==> src/rtl/icache_refill.sv <==
`default_nettype none
// +---------------------------------------------------------------------------+
// | icache_refill : I-cache line-miss refill engine (burst read -> bank/tag). |
// | Revision 1.0                                                              |
// +---------------------------------------------------------------------------+
module icache_refill #(
  parameter int BANK      = 16,
  parameter int SET_WIDTH = 6,
  parameter int TAG       = 20,
  parameter int WAY       = 4
) (
  input  logic                     clk,
  input  logic                     rst,
  input  logic                     miss_valid,
  output logic                     miss_ready,
  input  logic [31:0]              miss_addr,
  output logic                     ar_valid,
  input  logic                     ar_ready,
  output logic [31:0]              ar_addr,
  output logic [7:0]               ar_len,
  input  logic                     r_valid,
  output logic                     r_ready,
  input  logic [31:0]              r_data,
  input  logic                     r_last,
  input  logic                     r_err,
  output logic [WAY-1:0]           way_sel,
  output logic [BANK-1:0]          bank_we,
  output logic [SET_WIDTH-1:0]     bank_windex,
  output logic [31:0]              bank_wdata,
  output logic                     tagv_we,
  output logic [SET_WIDTH-1:0]     tagv_windex,
  output logic [TAG:0]             tagv_wdata,
  output logic                     refill_done,
  output logic                     refill_err,
  output logic [$clog2(WAY)-1:0]   refill_way
);

  localparam int c_BW  = $clog2(BANK);
  localparam int c_WW  = $clog2(WAY);
  localparam int c_OFF = 2 + c_BW;
  localparam int c_LW  = 32 - c_OFF;

  typedef enum logic [2:0] {
    S_IDLE   = 3'd0,
    S_REQ    = 3'd1,
    S_INVAL  = 3'd2,
    S_DATA   = 3'd3,
    S_COMMIT = 3'd4,
    S_DONE   = 3'd5
  } state_t;

  state_t              r_state;
  state_t              w_state_nxt;
  logic [c_LW-1:0]     r_line;
  logic [c_BW-1:0]     r_cnt;
  logic [c_WW-1:0]     r_vcnt;
  logic [c_WW-1:0]     r_victim;
  logic                r_err_flag;

  logic [SET_WIDTH-1:0] w_index;
  logic [TAG-1:0]       w_tag;
  logic [WAY-1:0]       w_way_onehot;
  logic                 w_beat;
  logic                 w_at_max;
  logic                 w_beat_err;
  logic                 w_unused;

  assign w_unused     = &{1'b0, miss_addr[c_OFF-1:0]};
  assign w_index      = r_line[SET_WIDTH-1:0];
  assign w_tag        = r_line[SET_WIDTH +: TAG];
  assign w_way_onehot = WAY'(1) << r_victim;
  assign w_beat       = (r_state == S_DATA) && r_valid;
  assign w_at_max     = (r_cnt == c_BW'(BANK - 1));
  // A burst is well formed only if r_last coincides exactly with the final bank.
  assign w_beat_err   = r_err | (r_last ^ w_at_max);

  assign ar_addr     = {r_line, {c_OFF{1'b0}}};
  assign ar_len      = 8'(BANK - 1);
  assign bank_windex = w_index;
  assign tagv_windex = w_index;

  always_ff @(posedge clk or posedge rst) begin
    if (rst) begin
      r_state    <= S_IDLE;
      r_line     <= '0;
      r_cnt      <= '0;
      r_vcnt     <= '0;
      r_victim   <= '0;
      r_err_flag <= 1'b0;
    end else begin
      r_state <= w_state_nxt;
      case (r_state)
        S_IDLE: begin
          if (miss_valid) begin
            r_line     <= miss_addr[31:c_OFF];
            r_victim   <= r_vcnt;
            r_cnt      <= '0;
            r_err_flag <= 1'b0;
          end
        end
        S_DATA: begin
          if (w_beat) begin
            r_cnt <= r_cnt + 1'b1;
            if (w_beat_err) r_err_flag <= 1'b1;
          end
        end
        S_COMMIT: begin
          if (!r_err_flag) r_vcnt <= r_vcnt + 1'b1;
        end
        default: ;
      endcase
    end
  end

  always_comb begin
    w_state_nxt = r_state;
    miss_ready  = 1'b0;
    ar_valid    = 1'b0;
    r_ready     = 1'b0;
    way_sel     = '0;
    bank_we     = '0;
    bank_wdata  = '0;
    tagv_we     = 1'b0;
    tagv_wdata  = '0;
    refill_done = 1'b0;
    refill_err  = 1'b0;
    refill_way  = '0;
    case (r_state)
      S_IDLE: begin
        // Held low while reset is applied so every output reads zero.
        miss_ready = !rst;
        if (miss_valid) w_state_nxt = S_REQ;
      end
      S_REQ: begin
        ar_valid = 1'b1;
        if (ar_ready) w_state_nxt = S_INVAL;
      end
      S_INVAL: begin
        way_sel     = w_way_onehot;
        tagv_we     = 1'b1;
        tagv_wdata  = {1'b0, w_tag};
        w_state_nxt = S_DATA;
      end
      S_DATA: begin
        way_sel = w_way_onehot;
        r_ready = 1'b1;
        if (r_valid) begin
          bank_we    = BANK'(1) << r_cnt;
          bank_wdata = r_data;
          if (w_at_max || r_last) w_state_nxt = S_COMMIT;
        end
      end
      S_COMMIT: begin
        way_sel = w_way_onehot;
        if (!r_err_flag) begin
          tagv_we    = 1'b1;
          tagv_wdata = {1'b1, w_tag};
        end
        w_state_nxt = S_DONE;
      end
      S_DONE: begin
        way_sel     = w_way_onehot;
        refill_done = 1'b1;
        refill_err  = r_err_flag;
        refill_way  = r_victim;
        w_state_nxt = S_IDLE;
      end
      default: w_state_nxt = S_IDLE;
    endcase
  end

endmodule
`default_nettype wire
==> config.mk <==
export PLATFORM = sky130hd
export DESIGN_NAME = icache_refill
export DESIGN_NICKNAME = d
export VERILOG_FILES = /design/src/rtl/icache_refill.sv
export SDC_FILE = /design/constraint.sdc
export NUM_CORES = 1
export LEC_CHECK = 0
export BUFFER_PORTS_ARGS = -buffer_cell sky130_fd_sc_hd__buf_4
export CORE_ASPECT_RATIO = 1.1
export CORE_MARGIN = 3
export CORE_UTILIZATION = 42
export CTS_CLUSTER_SIZE = 40
export DETAILED_ROUTE_END_ITERATION = 6
export PLACE_DENSITY = 0.86
export SLEW_MARGIN = 25
export SYNTH_ARGS = -nofsm -noshare
export SYNTH_HDL_FRONTEND = slang
export SYNTH_SLANG_ARGS = --single-unit
==> constraint.sdc <==
create_clock -name clk -period 3.9 [get_ports clk]
set_clock_uncertainty 0.15 [all_clocks]
set_input_delay 0.585 -clock clk [delete_from_list [all_inputs] [get_ports clk]]
set_output_delay 0.585 -clock clk [all_outputs]
set_load 0.005 [all_outputs]
* Word level (Yosys, flattened, before mapping)
Cells that the tools add are included.
Cells by class: bitwise logic cells 3, $add $sub $neg 2, mux-type cells 27, shifts and indexed selects 2, equal/unequal tests 12, reductions and logical operators 11
Operators by type and width (number):
- two-way mux 32 bit | 2
- case mux 21 bit (2 select lines) | 1
- two-way mux 16 bit | 2
- two-way mux 21 bit | 1
- left shift 1 x 4 -> 16 bit (first input constant) | 1
- case mux 3 bit (5 select lines) | 1
- two-way mux 3 bit | 4
- two-way mux 4 bit | 3
- inequality test 2 bit (second input constant) | 5
- two-way mux 1 bit | 9
- case mux 4 bit (2 select lines) | 1
- AND reduction 4 bit | 2
- == test 3 x 2 -> 1 bit (second input constant) | 2
- == test 3 bit (second input constant) | 2
- adder 4 x 1 -> 4 bit (second input constant) | 1
- == test 4 bit (second input constant) | 1
- case mux 1 bit (2 select lines) | 2
- AND reduction 2 bit | 2
- OR reduction 4 bit | 1
- left shift 1 x 2 -> 4 bit (first input constant) | 1
- == test 3 x 1 -> 1 bit (second input constant) | 1
- logical NOT 3 bit | 1
- AND reduction 3 bit | 1
- adder 2 x 1 -> 2 bit (second input constant) | 1
- other kinds (9) | 9
Storage, ports and cells: register bits after elaboration 38, output and inout port bits 133, input bits 71

* Depth between registers and ports, before layout
depth after elaboration 6, mapped depth 6

* Worst setup path before layout
Ideal clock, no wire load.
kind reg-to-output, start point reg r_state[1], end point out tagv_wdata[0], path slack 1.866 ns, cell stages (with the launch flop) 5, arrival time 1.299 ns, data required time 3.165 ns, path through dfrtp_1 -> or3b_1 -> a21oi_1 -> buf_2 -> and2_1
On the way: cells in the longest elaborated chain, start to end 2, elaborated cells between the ends (all ways) 3
Ends and longest elaborated chain:
- start: declaration | RTL line 52 | state_t r_state;
- start signal: assignment | RTL line 91 | r_state <= w_state_nxt;
- == test 3 bit / == test 3 x 2 -> 1 bit (equally long branches) | RTL line 128 | case (r_state)
- case mux 21 bit (2 select lines) * | RTL line 128
- end: declaration | RTL line 32 | output logic [TAG:0] tagv_wdata,
Every way passes the cells marked *; elsewhere a longest branch is shown, timed or not.

* Worst setup path in the final report
start point reg r_state[1], end point out bank_wdata[28]
On the way: cells in the longest elaborated chain, start to end 2
Ends and longest elaborated chain:
- == test 3 x 2 -> 1 bit | RTL line 128
- two-way mux 32 bit | RTL line 128
- end: declaration | RTL line 29 | output logic [31:0] bank_wdata,
No other way between the ends.

==> key figures <==
Die
  – Starting Density: 44.8%
  – Die Y: between 80 and 90 um
  – Die width: roughly 79 um
  – Row cnt: 28
  – Top-Level Pins: 204
  – CORE AREA: 5540 um^2
  – Die area: 6860 um^2

Critical path
  – Critical path depth in cells: 3
  – Critical path class: register to output port
  – Crit path max-delay family: simple AND/OR/NAND/NOR gates
  – Critical Path RT: 3.16 ns
  – R2r endpoint: r_cnt[2]$_DFFE_PP0P_
  – R2r startpoint: r_state[1]$_DFFE_PP0P_
  – R2R cell count: 4
  – Arrival time at the worst endpoint: 2.18 ns
  – CP peak stage delay: 0.81 ns
  – Critical-path maximum fanout: 33
  – R2r setup slk: 1.42 ns
  – Startpoint types: register
  – Critical path's slowest cell: and4b_1
  – Crit path cell chain: and4b_1, and2_1, buf_4
  – CP bufs+invs: 1
  – Element type at the critical path end: output port

Finish
  – Commonest non-fill, non-tap cell in the layout: buf_4
  – FF+latch area: 951 um^2
  – Area of the multi-input gates: 1270 um^2
  – Area grow syn2layout: 54.5%
  – Most frequent cells in the layout: buf_4, nand2_1, and2_1
  – Layout cells sized above 1: 42.7%
  – NumNets Final: 542
  – Fill cells: 484
  – Final Util: between 60% and 70%
  – Inserted Diodes: 0

Clock tree
  – Clock root buffer: clkbuf_8
  – Hold bufs inserted after CTS: 0
  – CTS max path bufs: 2
  – TritonCTS Buffers: 5
  – CTS tree: done
  – Skew-Pair Late Insertion Delay: ~0.28 ns
  – Clock Sinks: 38
  – Clock transition at path regs: around 0.07 ns
  – CTS H-Tree Depth: 2
  – Post-CTS setup buffer count: 0
  – Post-CTS sizing: 0

Timing
  – Worst rel slew slack: 46.3%
  – Measured slew at the worst slew-check pin: 0.805 ns
  – Tcrit/Tclk final: 74.7%
  – Setup tns final: 0 ns
  – Final hold violations: 0
  – Final Setup Violations: 0
  – Max Clock Freq: ~340 MHz
  – RSZ-0062 raised after global routing: false
  – Final Critical Period: 2.91 ns
  – Max Slew Vio Count: 0

Placement
  – Final GP Congestion: a little over 0.8
  – IO Port Bufs: 183
  – Hpwl dp: 6120 um

Logic synthesis
  – Synth Area in Adders: around 3.0%
  – Cell count after synthesis: 302
  – Simple-gate share of the synthesized area: 41.3%
  – Yosys reg bits: 38
  – Synth Area in Compound Gates: under 10%
  – Post-synthesis xor/xnor area fraction: under 10%
  – Yosys warnings: 0
  – Avg Inst Size Synth: 8.20 um^2
  – Sequential share of the synthesized area: 38.4%
  – Synth cell types: 37
  – Main combinational cell family by area after synthesis: simple AND/OR/NAND/NOR gates
  – Cell Area, Synth: 2480 um^2
  – Mux cell area share after synthesis: 0.455%

Power and ir drop
  – Register share of total power: 36.2%
  – Int Pwr: 1370 uW
  – Clock Power Share: 12.5%
  – Switching part of the total: ~37%
  – Power Dens Cells: 570 nW/um^2
  – Psw: 817 uW
  – PnR Total Power: 2180 uW
  – Worst ir drop on vdd: 0.273 mV
  – Power share of the combinational group: approximately half
  – Leak: 0.00218 uW

Routing
  – Drt drc: 0
  – Post-route antenna net violation count: 0
  – Vias per cell: 4.56
  – Mean routed wirelength per cell: 13.8 um
  – Final wirelength: 7440 um
  – DRT Pass-1 Iters: 4
  – Via Count: 2467
  – Starting DRC count in detailed routing: 77

Global routing
  – Vias in the first global route: between 2000 and 2500
  – Initial antenna violation count: 0
  – Global-route wire length before repair: 11100 um
  – GRT Util Overall: between 20% and 30%
  – GRT overflow: 0
  – Largest net degree at the start of global routing: 34

Outcome
  – Status: complete, no violations

Job
  – Maxcap violations: 0

Hold path
  – Hold WC Path Type: input port to async pin
[area by class of cell]
cell class                      instances  share of cell area [%]
Inverter                                6                   0.588
Clock buffer                            7                    2.25
Timing Repair Buffer                  187                    36.7
Clock inverter                          1                   0.131
Multi-Input combinational cell        227                    33.1
Tap cell                               75                    2.45
Sequential cell                        38                    24.8
[layer usage]
| layer | wire length (um) | up-vias | part of all wire (%) | global-route usage [%] |
|---|---|---|---|---|
| li1 | - | 1222 | - | - |
| met1 | 2700 | 1113 | 36 | 23.1 |
| met2 | 4020 | 128 | 54 | 39.1 |
| met3 | 675 | 4 | 9.1 | 6.34 |
| met4 | 46 | 0 | 0.62 | 4.22 |
| met5 | 0 | - | 0 | 0 |
[per-stage QoR]
stage	area, um^2	cells	hold slack (ns)	setup slack, ns
global route	3830	541	0.255	0.748
CTS	3830	541	0.328	0.959
floorplan	2520	314	0.295	1.87
finish	3830	541	0.216	0.987
detailed placement	3740	533	0.312	1.29
global placement	3740	533	0.313	1.30
[synth_stat cells, drive strengths merged]
master | instances | area [um^2]
a22o | 2 | 17.5
ha | 6 | 75.1
dfrtp | 38 | 951
nand2b | 2 | 12.5
and4b | 2 | 20.0
inv | 6 | 22.5
nor2 | 7 | 26.3
o2bb2ai | 1 | 8.76
and3b | 3 | 26.3
xor2 | 1 | 8.76
conb | 2 | 7.51
a2bb2oi | 1 | 8.76
nor4 | 1 | 6.26
nor4b | 2 | 30.0
nor3 | 1 | 5.00
a21oi | 1 | 5.00
or3b | 1 | 8.76
nand4bb | 1 | 11.3
xnor2 | 2 | 17.5
nand2 | 88 | 330
nand4b | 1 | 8.76
a221o | 1 | 10.0
or4b | 1 | 13.8
or4 | 1 | 7.51
nor3b | 3 | 22.5
clkbuf | 7 | 27.5
and2 | 69 | 432
mux2 | 1 | 11.3
nand3 | 2 | 10.0
buf | 36 | 264
nand3b | 1 | 7.51
nor2b | 3 | 18.8
and3 | 4 | 25.0
o21ai | 4 | 20.0
[registers in the layout, summed over array words and instances, names as in the netlist]
| register | cells |
|---|---|
| r_victim | 2 |
| r_cnt | 4 |
| r_vcnt | 2 |
| r_err_flag | 1 |
| r_line | 26 |
| r_state | 3 |
[worst reg2reg max path, delay by kind of cell (launching register included)]
family	cells	cell delay, ns
simple gates	2	0.89
compound gates	1	0.35
buf+inv	1	0.27
flops	1	0.70
[worst max-delay path by stage]
stage / startpoint / to / slack (ns)
finish: r_state[1]$_DFFE_PP0P_ / bank_wdata[28] / 0.99
global route: r_state[0]$_DFFE_PP0P_ / bank_wdata[31] / 0.75
CTS: r_state[1]$_DFFE_PP0P_ / bank_wdata[31] / 0.96
detailed placement: r_state[1]$_DFFE_PP0P_ / bank_wdata[31] / 1.29
global placement: r_state[0]$_DFFE_PP0P_ / bank_wdata[31] / 1.30
floorplan: r_state[1]$_DFFE_PP0P_ / tagv_wdata[0] / 1.87
[logic make-up (layout without fill, tap and decap cells)]
group,count (synthesis),in the layout
AND/OR/NAND/NOR,193,193
other,2,14
multiplexers,1,1
adder cells (fa/ha/maj),6,6
buffers and inverters,49,201
XOR/XNOR,3,3
AO/OA/AOI/OAI,10,10
flip-flops,38,38
[power by group through the flow]
| stage | logic, uW | registers [uW] | clock network, uW |
|---|---|---|---|
| floorplan | 632 | 726 | 0 |
| global placement | 1100 | 785 | 0 |
| detailed placement | 1140 | 800 | 0 |
| CTS | 1140 | 792 | 278 |
| global route | 1240 | 826 | 295 |
| finish | 1120 | 791 | 272 |
Note: power is estimated with default switching activity, not from simulation.
